### config.mk
export PLATFORM = sky130hd
export DESIGN_NAME = pam4_tx
export DESIGN_NICKNAME = d
export VERILOG_FILES = /design/src/rtl/pam4_pkg.sv /design/src/rtl/pam4_tx_prbs7_gen.sv /design/src/rtl/pam4_tx.sv
export SDC_FILE = /design/constraint.sdc
export NUM_CORES = 1
export LEC_CHECK = 0
export ABC_AREA = 1
export CAP_MARGIN = 25
export CORE_MARGIN = 4
export CORE_UTILIZATION = 57
export CTS_CLUSTER_SIZE = 40
export DETAILED_ROUTE_END_ITERATION = 8
export PLACE_DENSITY = 0.94
export SLEW_MARGIN = 10
export SYNTH_ARGS = -nofsm -noshare
export SYNTH_HDL_FRONTEND = slang
export SYNTH_HIERARCHICAL = 1
export SYNTH_SLANG_ARGS = --single-unit
### constraint.sdc
create_clock -name clk -period 3.45 [get_ports clk]
set_input_delay 0.69 -clock clk [delete_from_list [all_inputs] [get_ports clk]]
set_output_delay 0.69 -clock clk [all_outputs]
set_load 0.005 [all_outputs]
### src/rtl/pam4_pkg.sv
// pam4_pkg: shared types and helpers for the PAM4 transmit mapper.
//   state_e      : mapper FSM state (IDLE / SEND)
//   LVLx_DEF     : default voltage levels for Gray symbols 00, 01, 11, 10
//   gray_map     : 2-bit natural value -> 8-bit voltage level
//   prbs7_step8  : advances a PRBS7 (x^7+x^6+1) state by 8 bits
package pam4_pkg;

  typedef enum logic {IDLE = 1'b0, SEND = 1'b1} state_e;

  localparam logic [7:0] LVL0_DEF = 8'h1C;
  localparam logic [7:0] LVL1_DEF = 8'h54;
  localparam logic [7:0] LVL2_DEF = 8'hAC;
  localparam logic [7:0] LVL3_DEF = 8'hE4;

  typedef struct packed {
    logic [6:0] state;
    logic [7:0] data;
  } prbs_step_t;

  // Gray order of the four levels is 00, 01, 11, 10 from lowest to highest,
  // so natural value 10 maps to the top level and 11 to the third.
  function automatic logic [7:0] gray_map(input logic [1:0] v,
                                          input logic [7:0] l0,
                                          input logic [7:0] l1,
                                          input logic [7:0] l2,
                                          input logic [7:0] l3);
    logic [7:0] lvl;
    case (v)
      2'b00:   lvl = l0;
      2'b01:   lvl = l1;
      2'b11:   lvl = l2;
      default: lvl = l3;
    endcase
    return lvl;
  endfunction

  // First generated bit lands in data[0].
  function automatic prbs_step_t prbs7_step8(input logic [6:0] s_in);
    prbs_step_t r;
    logic [6:0] s;
    logic       nb;
    s = s_in;
    r.data = '0;
    for (int i = 0; i < 8; i++) begin
      nb = s[6] ^ s[5];
      s = {s[5:0], nb};
      r.data[i] = nb;
    end
    r.state = s;
    return r;
  endfunction

endpackage

### src/rtl/pam4_tx_prbs7_gen.sv
// prbs7_gen: PRBS7 byte source for link bring-up.
//   clk, rst   : clock, asynchronous active-high reset (state -> 7'h7F)
//   advance_i  : consume the current byte and step the state by 8 bits
//   byte_o     : next 8 PRBS bits, first generated bit in bit 0
module prbs7_gen
  import pam4_pkg::*;
(
  input  logic       clk,
  input  logic       rst,
  input  logic       advance_i,
  output logic [7:0] byte_o
);

  logic [6:0] state_q;
  prbs_step_t step;

  assign step   = prbs7_step8(state_q);
  assign byte_o = step.data;

  always_ff @(posedge clk or posedge rst) begin
    if (rst)            state_q <= 7'h7F;
    else if (advance_i) state_q <= step.state;
  end

endmodule

### src/rtl/pam4_tx.sv
// pam4_tx: PAM4 transmit mapper. Bytes arrive on a valid/ready handshake
// (or from the internal PRBS7 source) and are sent as four Gray-mapped
// 2-bit symbols, LSB pair first, one every SYM_PERIOD clocks.
//   clk, rst          : clock, asynchronous active-high reset
//   data_in/_valid    : byte to send / byte valid
//   data_in_ready     : byte taken on an edge where valid & ready
//   prbs_en           : 1 = PRBS7 source replaces data_in
//   signal_out        : voltage level, held between symbols
//   signal_out_valid  : one-cycle strobe per new symbol
//   busy              : high while in SEND
module pam4_tx
  import pam4_pkg::*;
#(
  parameter int         SYM_PERIOD = 2,
  parameter logic [7:0] LVL0       = LVL0_DEF,
  parameter logic [7:0] LVL1       = LVL1_DEF,
  parameter logic [7:0] LVL2       = LVL2_DEF,
  parameter logic [7:0] LVL3       = LVL3_DEF
) (
  input  logic       clk,
  input  logic       rst,
  input  logic [7:0] data_in,
  input  logic       data_in_valid,
  output logic       data_in_ready,
  input  logic       prbs_en,
  output logic [7:0] signal_out,
  output logic       signal_out_valid,
  output logic       busy
);

  localparam int            CW       = (SYM_PERIOD > 1) ? $clog2(SYM_PERIOD) : 1;
  localparam logic [CW-1:0] CNT_LAST = CW'(SYM_PERIOD - 1);

  state_e        state_q, state_d;
  logic [7:0]    shift_q, shift_d;
  logic [1:0]    sym_idx_q, sym_idx_d;
  logic [CW-1:0] cnt_q, cnt_d;
  logic [7:0]    out_q, out_d;
  logic          out_valid_q, out_valid_d;

  logic       can_load;
  logic       at_boundary;
  logic       load_ext;
  logic       load_prbs;
  logic [7:0] prbs_byte;

  // Last clock of the last symbol of a byte: a new byte loaded here keeps
  // the symbol stream gapless.
  assign at_boundary = (state_q == SEND) && (sym_idx_q == 2'd3) && (cnt_q == CNT_LAST);
  assign can_load    = (state_q == IDLE) || at_boundary;
  // Ready is combinational, so it is forced low while reset is asserted.
  assign data_in_ready = ~rst & ~prbs_en & can_load;
  assign load_ext      = data_in_ready & data_in_valid;
  assign load_prbs     = prbs_en & can_load;

  prbs7_gen u_prbs (
    .clk       (clk),
    .rst       (rst),
    .advance_i (load_prbs),
    .byte_o    (prbs_byte)
  );

  always_comb begin
    state_d     = state_q;
    shift_d     = shift_q;
    sym_idx_d   = sym_idx_q;
    cnt_d       = cnt_q;
    out_d       = out_q;
    out_valid_d = 1'b0;

    if (state_q == SEND) begin
      if (cnt_q == '0) begin
        out_d       = gray_map(shift_q[{sym_idx_q, 1'b0} +: 2], LVL0, LVL1, LVL2, LVL3);
        out_valid_d = 1'b1;
      end
      if (cnt_q == CNT_LAST) begin
        cnt_d     = '0;
        sym_idx_d = sym_idx_q + 2'd1;
      end else begin
        cnt_d = cnt_q + 1'b1;
      end
      if (at_boundary) state_d = IDLE;
    end

    // A load overrides the boundary return to IDLE.
    if (load_ext || load_prbs) begin
      shift_d   = load_prbs ? prbs_byte : data_in;
      cnt_d     = '0;
      sym_idx_d = 2'd0;
      state_d   = SEND;
    end
  end

  always_ff @(posedge clk or posedge rst) begin
    if (rst) begin
      state_q     <= IDLE;
      shift_q     <= '0;
      sym_idx_q   <= '0;
      cnt_q       <= '0;
      out_q       <= '0;
      out_valid_q <= 1'b0;
    end else begin
      state_q     <= state_d;
      shift_q     <= shift_d;
      sym_idx_q   <= sym_idx_d;
      cnt_q       <= cnt_d;
      out_q       <= out_d;
      out_valid_q <= out_valid_d;
    end
  end

  assign signal_out       = out_q;
  assign signal_out_valid = out_valid_q;
  assign busy             = (state_q == SEND);

endmodule

==> flow_summary.ini <==
[synthesis]
seq_area_frac_synth_pct = 43.4
syn_inst = 186
ys_warn_count = 6
syn_area_um2 = 1460
ys_ff_latch = 25
yosysTopAreaCellShare_pct = 30.8
synth.area.top_cells = dfrtp_1, nand2_1, dfstp_2, nand3_1, ha_1
syn_area_per_cell_um2 = 7.86
synth_cell_type_count = 25
yosys.area.top_type = dfrtp_1

[cts]
clock-sinks = 25
cts_hold_buffers = 0
cts_made_buffers = 3
cts-root-buf = clkbuf_4
clk_pin_slew_ns = 0.11
ctsHtreeMaxLevel = 1
ctsResizeCount = 0
clk_latency_ns = 0.33
clockBufferDepth = 2
cts_setup_buffers = 0
cts_tree = built

[routing]
avgRoutedWirePerCell_um = 11.7
vias = 1187
vias_per_cell = 5.14
postRouteAntennaNets = 0
drcViolationCount = 0
routed_wl_um = 2710
dr.pass1.iters = 4
drtIter0Drc = 33

[floorplan]
start_util_pct = 59.5
ioPinCount = 23
row_count = 18
die_area_um2 = 3440
die_w_um = 58.6
core_um2 = 2450
chipHeight_um = 58.6

[sta]
rsz0062_at_grt = no
slew_violations = 0
max_slew_margin_pct = 55.0
clock_skew_ns = 0.0194
tns_ns = 0
worst_pin_slew_ns = 0.674
finalHoldViolCount = 0
fin_ws_ns = 0.615
fin_crit_sh_pct = 82.2
layout_min_cycle_time_ns = 2.83
setup_violations = 0
fmax_ghz = 0.353

[power_and_ir_drop]
p_sw_share_pct = 43.7
p_per_area_nw_per_um2 = 871
internal-power_uw = 810
p_clk_share_pct = 9.0
seq_power_share_pct = 39.9
ir_worst_vdd_uv = 534
power_leakage_nw = 0.854
combPwrFrac_pct = 51.1
p_switching_uw = 629

[layout]
fin_util_pct = 67.3
diodes = 0
drive_gt1_share_pct = 11.4
syn2layout_area_growth_pct = 13.0
fin_cells = 231
fin_nets = 219
fillers = 200

[global_routing]
grt_pass1_vias = 1129
grt_max_degree = 21
antenna_found_initial = 0
gr-total-overflow = 0
grt_usage_pct = 18.8
grt_pass1_wl_um = 4880

[placed_design]
gp_congestion = 0.835
pre_cts_ws_ns = 0.607
portBuffers = 20
dpl.hpwl_um = 2100
place_inst = 227

[setup_path]
crit_chain = clkdlybuf4s50_1, nor2_1, and3_1, clkdlybuf4s50_1
worstSetupEndpointType = primary output
setup.worst_path.start_class = input pin
path_class = in -> out
slowest_stage = clkdlybuf4s50_1
cp.required_ns = 2.76
worstPathArrival_ns = 2.14
slowest_delay_ns = 0.57
worst-path-max-fanout = 10
crit_top_cell = clkdlybuf4s50_1

[run]
drv_cap = 0

[run_status]
status = complete, no violations

[min_path]
hold_path.class = reg -> reg
stage by stage:
stage               power [mW]  hold slack (ns)  area [µm²]
floorplan                 1.12            0.465        1470
global placement          1.27            0.451        1620
detailed placement        1.32            0.462        1620
CTS                       1.45            0.493        1650
global route              1.60            0.513        1650
finish                    1.44            0.489        1650
kinds of logic (layout without fill, tap and decap cells):
logic type / count (synthesis) / count (layout) / share of synthesized area [%]
adder cells (fa/ha/maj): 5 / 5 / 4.28
AO/OA/AOI/OAI: 7 / 7 / 3.00
other: 1 / 2 / 0.257
flip-flops: 25 / 25 / 43.4
AND/OR/NAND/NOR: 118 / 118 / 36.8
XOR/XNOR: 5 / 5 / 3.00
buffers and inverters: 25 / 39 / 9.25
metal layers:
metal,wire [µm],vias up,part of all wire [%],GRT usage [%]
met2,1420,21,52,32.7
met3,104,8,3.8,4.82
met1,1130,544,42,21.4
met5,0,-,0,0
li1,-,614,-,-
met4,61,0,2.3,8.74
final cells by class:
cell class / count / area (µm²) / share of cell area [%]
clock buffers: 3 / 22.5 / 1.36
multi-input cells: 137 / 696 / 42.1
inverters: 15 / 56.3 / 3.41
flip-flops and latches: 25 / 634 / 38.4
repair buffers: 20 / 200 / 12.1
clock inverters: 1 / 5.00 / 0.303
well taps: 30 / 37.5 / 2.27
path summary, 6_finish.rpt:
check	startpoint	end	depth (start not counted)	slack [ns]
max in group asynchronous	rst	signal_out_valid	2	2.20
worst min-delay path	signal_out[2]	signal_out[2]	1	0.49
worst max-delay path	prbs_en	data_in_ready	4	0.62
worst min register to register	signal_out[2]	signal_out[2]	1	0.49
worst max register to register	sym_idx_q[0]	u_prbs/state_q[6]	7	1.41
min in group asynchronous	rst	busy	2	0.80
critical path: cells and delay by family:
family / cells / cell delay [ns]
buffers and inverters: 2 / 1.06
AND/OR/NAND/NOR: 2 / 0.39
sequential cells by signal (all words and copies together), names as in the netlist:
register,flops
signal_out,5
cnt_q,1
u_prbs/state_q,7
shift_q,8
busy,1
signal_out_valid,1
sym_idx_q,2
layout by cell type, fill, tap and decap left out, types with 2 or more instances in the layout:
master,Yosys,routed
nand3_1,16,16
o21ai_0,4,4
clkdlybuf4s50_1,0,20
clkbuf_4,0,3
inv_1,14,14
nand2_4,2,2
xor2_1,5,5
ha_1,5,5
nor2_1,6,6
nand4_1,9,9
nand2_1,74,74
dfstp_2,7,7
nand2_2,5,5
and2_1,2,2
conb_1,1,2
dfrtp_1,18,18
power groups by stage:
| stage | Combinational, mW | Clock [mW] | Sequential (mW) |
|---|---|---|---|
| floorplan | 0.567 | 0 | 0.556 |
| global placement | 0.699 | 0 | 0.574 |
| detailed placement | 0.740 | 0 | 0.581 |
| CTS | 0.745 | 0.135 | 0.574 |
| global route | 0.855 | 0.152 | 0.592 |
| finish | 0.735 | 0.129 | 0.574 |
cells in the mapped netlist (all sizes together):
cell   number
and2        2
or2         1
dfrtp      18
o31ai       1
nand4      10
conb        1
and3        1
o21a        1
dfstp       7
nand2      81
nand3      17
a21oi       1
nor2        6
inv        15
o21ai       4
xor2        5
buf        10
ha          5
(Power assumes the default switching activity.)
==> patch, RTL diff (same settings) <==
Set the parameter `SYM_PERIOD` to 8 (it was 2). Comments in the files are not updated.
--- a/src/rtl/pam4_tx.sv
+++ b/src/rtl/pam4_tx.sv
@@ -11,7 +11,7 @@
 module pam4_tx
   import pam4_pkg::*;
 #(
-  parameter int         SYM_PERIOD = 2,
+  parameter int         SYM_PERIOD = 8,
   parameter logic [7:0] LVL0       = LVL0_DEF,
   parameter logic [7:0] LVL1       = LVL1_DEF,
   parameter logic [7:0] LVL2       = LVL2_DEF,
Function: changed (a bounded check fails within 10 cycles, from zero or initial values and one cycle with rst high).
==> patch against the unedited design <==
Via count is 7.8% higher. Wire length is 9.1% higher. Cell area is 7.8% higher. Critical path depth is 1 higher. Total power is 7.6% higher. Setup slack better by 0.0077 ns. Worst hold slack better by 0.011 ns. Sequential cell count is 2 higher. Area after synthesis is 8.6% higher. Clock skew is 0.015 ns lower. Clock power is 5% higher. First-iteration DRC count is 76% higher. Critical path type unchanged. Critical endpoint unchanged. Largest cell class unchanged.
==> patch: results (changes against the unedited design) <==
stage,metric,value,unit,change
global_route,met2 Use GR,0.350,,+0.0227
place,Setup WS pre-CTS,0.627,ns,+0.0201 ns
final_layout,clock-cell share of area,0.0155,,-0.00121
min_path,min-delay worst type,flop to flop,,
pwr,leak pwr,0.916,nW,+7.4%
logic_synthesis,Area contributors post-synth,"dfrtp_1 (32%), nand2_1 (18%), dfstp_2 (12%)",,
drt,via/cell ratio,5.20,,+1.2%
clock_network,CTS sink count,27,,+8.0%
global_route,met1 Use GR,0.216,,+0.00190
drt,Post-Route M1 WL,1300,µm,+15%
timing,Slew Limit Headroom,0.511,,-0.0392
drt,Highest Signal Layer,met4,,
logic_synthesis,Synth Instances,200,,+7.5%
place,gpl congestion,0.842,,+0.90%
final_layout,multi-input combinational area share,0.435,,+0.0138
clock_network,"Clk pin slew, worst setup/hold paths",0.14,ns,+0.03 ns
final_layout,FF/Latch Area,684,µm²,+7.9%
final_layout,Final Util,0.693,,+0.0207
global_route,gr usage total,0.190,,+0.00206
place,detailed placement HPWL,2310,µm,+10%
global_route,GR Util met3,0.0340,,-0.0142
drt,met2 WL post-DR,1480,µm,+4.8%
drt,wire per inst,12.0,µm,+2.4%
logic_synthesis,Post-synth top cells,"nand2_1 (77), nand3_1 (25), dfrtp_1 (20)",,
pwr,Comb power frac,0.505,,-0.006
pwr,Power Internal,881,µW,+8.8%
final_layout,NonClk Buf Share,0.112,,-0.00877
logic_synthesis,mux share of post-synthesis cell area,0.00630,,+0.00630
final_layout,Fill cells,211,,+5.5%
timing,Fmax,354,MHz,+0.27%
logic_synthesis,complex-gate fraction of the synthesized area,0.0323,,+0.00234
global_route,first-pass GRT wire length,5280,µm,+8.2%
drt,Starting DRT DRC Count,58,,+76%
place,DP Area,0.00175,mm²,+7.9%
pwr,maximum vdd drop,0.589,mV,+10%
final_layout,Antenna Cells,0,,unchanged
status,status,finished clean,,
logic_synthesis,Synth Area in Adders,0.0630,,+0.0202
final_layout,Post-layout nets,237,,+8.2%
patch: changes by cell type in the layout (fill, tap and decap cells not counted), moves of 2 or more:
cell	delta
nand4_1	-9
ha_1	+3
nor2_1	+3
nand2_1	+3
a21oi_1	+2
nand3_1	+9
dfrtp_1	+2
patch: final timing paths:
kind | slack (ns) | startpoint | depth (start not counted) | endpoint
min | 0.50 | u_prbs/state_q[3] | 2 | u_prbs/state_q[3]
min in group asynchronous | 0.91 | rst | 2 | cnt_q[1]
max in group asynchronous | 2.08 | rst | 2 | shift_q[4]
min reg2reg | 0.50 | u_prbs/state_q[3] | 2 | u_prbs/state_q[3]
max | 0.62 | prbs_en | 5 | data_in_ready
max reg2reg | 1.46 | cnt_q[0] | 9 | u_prbs/state_q[6]
patch: critical path, cell delays in order:
cell	delay, ns
clkdlybuf4s50_1	0.62
nor2_4	0.23
nand2_1	0.07
inv_1	0.05
clkdlybuf4s50_1	0.48
